`config.mk`:
```
export PLATFORM = sky130hd
export DESIGN_NAME = serial_alu_seq
export DESIGN_NICKNAME = d
export VERILOG_FILES = /design/src/rtl/serial_alu_seq.sv
export SDC_FILE = /design/constraint.sdc
export NUM_CORES = 1
export LEC_CHECK = 0
export CAP_MARGIN = 15
export CORE_MARGIN = 8
export CORE_UTILIZATION = 48
export CTS_CLUSTER_SIZE = 14
export DETAILED_ROUTE_END_ITERATION = 16
export GPL_TIMING_DRIVEN = 1
export HOLD_SLACK_MARGIN = 0.05
export PLACE_DENSITY = 0.86
export SLEW_MARGIN = 40
export SYNTH_ARGS = -nofsm -noshare
export SYNTH_HDL_FRONTEND = slang
export SYNTH_SLANG_ARGS = --single-unit
```
`constraint.sdc`:
```
create_clock -name clk -period 2.81 [get_ports clk]
set_input_delay 0.281 -clock clk [delete_from_list [all_inputs] [get_ports clk]]
set_output_delay 0.281 -clock clk [all_outputs]
set_load 0.03 [all_outputs]
```
`src/rtl/serial_alu_seq.sv`:
```
// Bit-serial ALU sequencer: feeds operands one bit per cycle, LSB first, through
// an external combinational 1-bit ALU slice and assembles the result and carry.
module serial_alu_seq #(
  parameter int unsigned WIDTH = 4
) (
  input  logic             clk,
  input  logic             rst,
  input  logic             start,
  input  logic [WIDTH-1:0] a,
  input  logic [WIDTH-1:0] b,
  input  logic [2:0]       select,
  input  logic             carry_in,
  output logic             busy,
  output logic             done,
  output logic [WIDTH-1:0] result,
  output logic             carry_out,
  output logic             zero,
  output logic             slice_a,
  output logic             slice_b,
  output logic             slice_cin,
  output logic [2:0]       slice_select,
  input  logic             slice_out,
  input  logic             slice_cout
);

  localparam int unsigned IDX_W = $clog2(WIDTH);
  localparam logic [IDX_W-1:0] IDX_LAST = IDX_W'(WIDTH - 1);

  localparam logic [1:0] S_IDLE = 2'd0;
  localparam logic [1:0] S_RUN  = 2'd1;
  localparam logic [1:0] S_DONE = 2'd2;

  logic [1:0]       state_q,  state_d;
  logic [IDX_W-1:0] idx_q,    idx_d;
  logic [WIDTH-1:0] a_q,      a_d;
  logic [WIDTH-1:0] b_q,      b_d;
  logic [2:0]       sel_q,    sel_d;
  logic             carry_q,  carry_d;
  logic [WIDTH-1:0] result_q, result_d;
  logic             cout_q,   cout_d;
  logic             zero_q,   zero_d;
  logic             running;

  assign running = (state_q == S_RUN);

  always_comb begin
    state_d  = state_q;
    idx_d    = idx_q;
    a_d      = a_q;
    b_d      = b_q;
    sel_d    = sel_q;
    carry_d  = carry_q;
    result_d = result_q;
    cout_d   = cout_q;
    zero_d   = zero_q;

    case (state_q)
      S_IDLE, S_DONE: begin
        // DONE accepts a new start directly so back-to-back operations have no bubble
        if (start) begin
          state_d = S_RUN;
          idx_d   = '0;
          a_d     = a;
          b_d     = b;
          sel_d   = select;
          carry_d = carry_in;
        end else begin
          state_d = S_IDLE;
        end
      end
      S_RUN: begin
        result_d[idx_q] = slice_out;
        carry_d         = slice_cout;
        if (idx_q == IDX_LAST) begin
          state_d = S_DONE;
          cout_d  = sel_q[2] & slice_cout;
          zero_d  = (result_d == '0);
        end else begin
          idx_d = idx_q + IDX_W'(1);
        end
      end
      default: state_d = S_IDLE;
    endcase
  end

  always_ff @(posedge clk) begin
    if (rst) begin
      state_q  <= S_IDLE;
      idx_q    <= '0;
      a_q      <= '0;
      b_q      <= '0;
      sel_q    <= '0;
      carry_q  <= 1'b0;
      result_q <= '0;
      cout_q   <= 1'b0;
      zero_q   <= 1'b1;
    end else begin
      state_q  <= state_d;
      idx_q    <= idx_d;
      a_q      <= a_d;
      b_q      <= b_d;
      sel_q    <= sel_d;
      carry_q  <= carry_d;
      result_q <= result_d;
      cout_q   <= cout_d;
      zero_q   <= zero_d;
    end
  end

  assign busy         = running;
  assign done         = (state_q == S_DONE);
  assign result       = result_q;
  assign carry_out    = cout_q;
  assign zero         = zero_q;
  assign slice_a      = running & a_q[idx_q];
  assign slice_b      = running & b_q[idx_q];
  assign slice_cin    = running & carry_q;
  assign slice_select = sel_q;

endmodule

```
==> impl_metrics.env <==
export IMPL_synth_seq_cells=22
export IMPL_report_final_slew_viol_count=0
export IMPL_post_cts_buffers=0
export IMPL_synth_area_per_cell_um2=8.59
export IMPL_synth_top_cells_by_count="nand2_1, dfxtp_1, a21oi_1"
export IMPL_clock_latency_ns=0.30
export IMPL_drive_above_1_share_pct=6.38
export IMPL_clkSinkCount=22
export IMPL_routed_via_density=5.24
export IMPL_cts_root_to_sink_buffers=2
export IMPL_clkSlewWorstSetupHoldPaths_ns=0.11
export IMPL_timing_hold_worst_class="reg -> reg"
export IMPL_worst_slew_pin_slew_ns=0.779
export IMPL_multi_input_area_um2=467
export IMPL_finalSetupTns_ns=0
export IMPL_drt_wirelength_per_cell_um=13.1
export IMPL_drt_pass1_iterations=4
export IMPL_cts_buffers_inserted=3
export IMPL_result_of_the_run="completed"
export IMPL_worst_ep_arrival_time_ns=2.05
export IMPL_ys_warn_count=0
export IMPL_yosys_area_top_type="dfxtp_1"
export IMPL_areaGrowthSynthToFinish_pct=32.9
export IMPL_report_final_setup_viol=0
export IMPL_seq_area_frac_synth_pct=45.4
export IMPL_ff2ff_setup_slack_ns=1.39
export IMPL_grt_start_max_net_pins=23
export IMPL_final_setup_skew_ns=0.00610
export IMPL_io_buffer_count=30
export IMPL_die_x_um=61.0
export IMPL_placed_area_um2=1270
export IMPL_final_design_area_no_fill_um2=1290
export IMPL_initial_antenna_violation_count=0
export IMPL_post_place_ws_ns=0.811
export IMPL_max_freq_ghz=0.428
export IMPL_setup_worst_path_class="reg -> out"
export IMPL_synth_nets=134
export IMPL_filler_cell_count=178
export IMPL_ant_nets=0
export IMPL_period_needed_ns=2.33
export IMPL_clock_root_buffer="clkbuf_4"
export IMPL_cts_htree_levels=1
export IMPL_synth_cell_types=24
export IMPL_finalCritPeriodShare_pct=83.1
export IMPL_worstSetupEndpointType="output pin"
export IMPL_finish_net_count=164
export IMPL_final_hpwl_dp_mm=1.69
export IMPL_wirelength_mm=2.20
export IMPL_post_synth_instance_area_um2=971
export IMPL_total_leakage_power_uw=0.000468
export IMPL_max_cap_violations=0
export IMPL_cellPowerDensity_nw_per_um2=451
export IMPL_total_power_uw=582
export IMPL_cts_resized_gates=0
export IMPL_postLayoutSetupSlackWorst_ns=0.475
export IMPL_cp_max_fo=6
export IMPL_ir_worst_vdd_v=0.000314
export IMPL_worst_slew_margin_rel_pct=47.9
export IMPL_synth_area_leaders="dfxtp_1, nand2_1, a21oi_1"
export IMPL_fp_dieH_um=61.0
export IMPL_hold_buffer_count_at_cts=0
export IMPL_tritoncts="yes"
export IMPL_rsz0062_at_grt="false"
export IMPL_grt_pass1_wl_mm=3.65
export IMPL_worst_hold_slack_ns=0.464
export IMPL_remaining_drc_errors=0
export IMPL_timing_critical_path_from_type="flip-flop"
export IMPL_synth_edf_count=0
export IMPL_yosys_area_top_type_share_pct=45.4
export IMPL_postSynth_topFlopCell="dfxtp_1"
export IMPL_top_level_ports=31
export IMPL_die_area_um2=3720
export IMPL_start_util_pct=50.0
export IMPL_total_congestion_overflow=0
export IMPL_async_flop_share_pct=0
export IMPL_via_count_of_the_first_global_routing_pass=877
export IMPL_groute_usage_overall_pct=12.9
export IMPL_final_hold_violation_count=0
export IMPL_antenna_cells_inserted=0
export IMPL_drt_first_iter_violations=15
export IMPL_syn_inst=113
export IMPL_worst_ep_required_time_ns=2.53
export IMPL_place_gp_congestion=0.776
export IMPL_most_frequently_used_cell_type_in_the_post_synthesis_netlist="nand2_1"
export IMPL_floorplan_core_area_um2=1940
export IMPL_sequential_cell_area_um2=440
export IMPL_vias=881
export IMPL_placement_rows=16
[power breakdown]
part,internal [uW],switching [uW]
clock network,50.0,86.3
registers,327,10.7
logic,51.5,56.1
[worst max-delay path: stages, from the launching register on]
cell and delay, ns:
dfxtp_1 0.48, mux4_2 0.52, and2_1 0.17, clkdlybuf4s50_1 0.58
[kinds of logic (layout without fill, tap and decap cells)]
group | count (synthesis) | after routing | synth area share, %
and+or+nand+nor | 44 | 44 | 21.4
buffers and inverters | 12 | 40 | 6.57
AOI/OAI and AO/OA | 29 | 29 | 16.9
muxes | 2 | 2 | 4.64
adders and majority gates | 4 | 4 | 5.15
DFF | 22 | 22 | 45.4
[stage by stage]
step	instances	util, %
2_1_floorplan	113	-
3_3_place_gp	165	65.3
3_5_place_dp	165	65.3
4_1_cts	168	66.4
5_1_grt	168	66.4
6_report	168	66.4
[path summary, 6_finish.rpt]
path	start	to	depth (start not counted)
worst max-delay path	idx_q[0]	slice_a	3
worst min-delay path	slice_select[1]	slice_select[1]	2
worst max register to register	idx_q[0]	zero	4
worst min register to register	slice_select[1]	slice_select[1]	2
[layer usage]
layer / global-route usage (%) / wire length, um / up-vias
met3: 5.08 / 185 / 4
li1: - / - / 440
met1: 13.5 / 943 / 408
met2: 22.6 / 1050 / 29
met5: 0 / 0 / -
met4: 4.98 / 21 / 0
[state kept, by name, summed over array words and instances, names as in the netlist]
name,flops
a_q,4
zero,1
slice_select,3
state_q,2
idx_q,2
carry_out,1
result,4
carry_q,1
b_q,4
[layout by cell type, fill, tap and decap left out, types with 3 or more instances in the layout]
cell and n:
ha_1 4, clkdlybuf4s50_1 30, a21oi_1 20, inv_1 6, and2_1 3, clkbuf_4 3
nand2_1 27, nand3_1 6, dfxtp_1 22
[layout make-up]
| class | count | area share (%) |
|---|---|---|
| Multi-Input combinational cell | 79 | 36.2 |
| Sequential cell | 22 | 34.1 |
| Timing Repair Buffer | 30 | 23.3 |
| Tap cell | 27 | 2.62 |
| Inverter | 7 | 2.04 |
| Clock buffer | 3 | 1.75 |
Note: power is estimated with default switching activity, not from simulation.
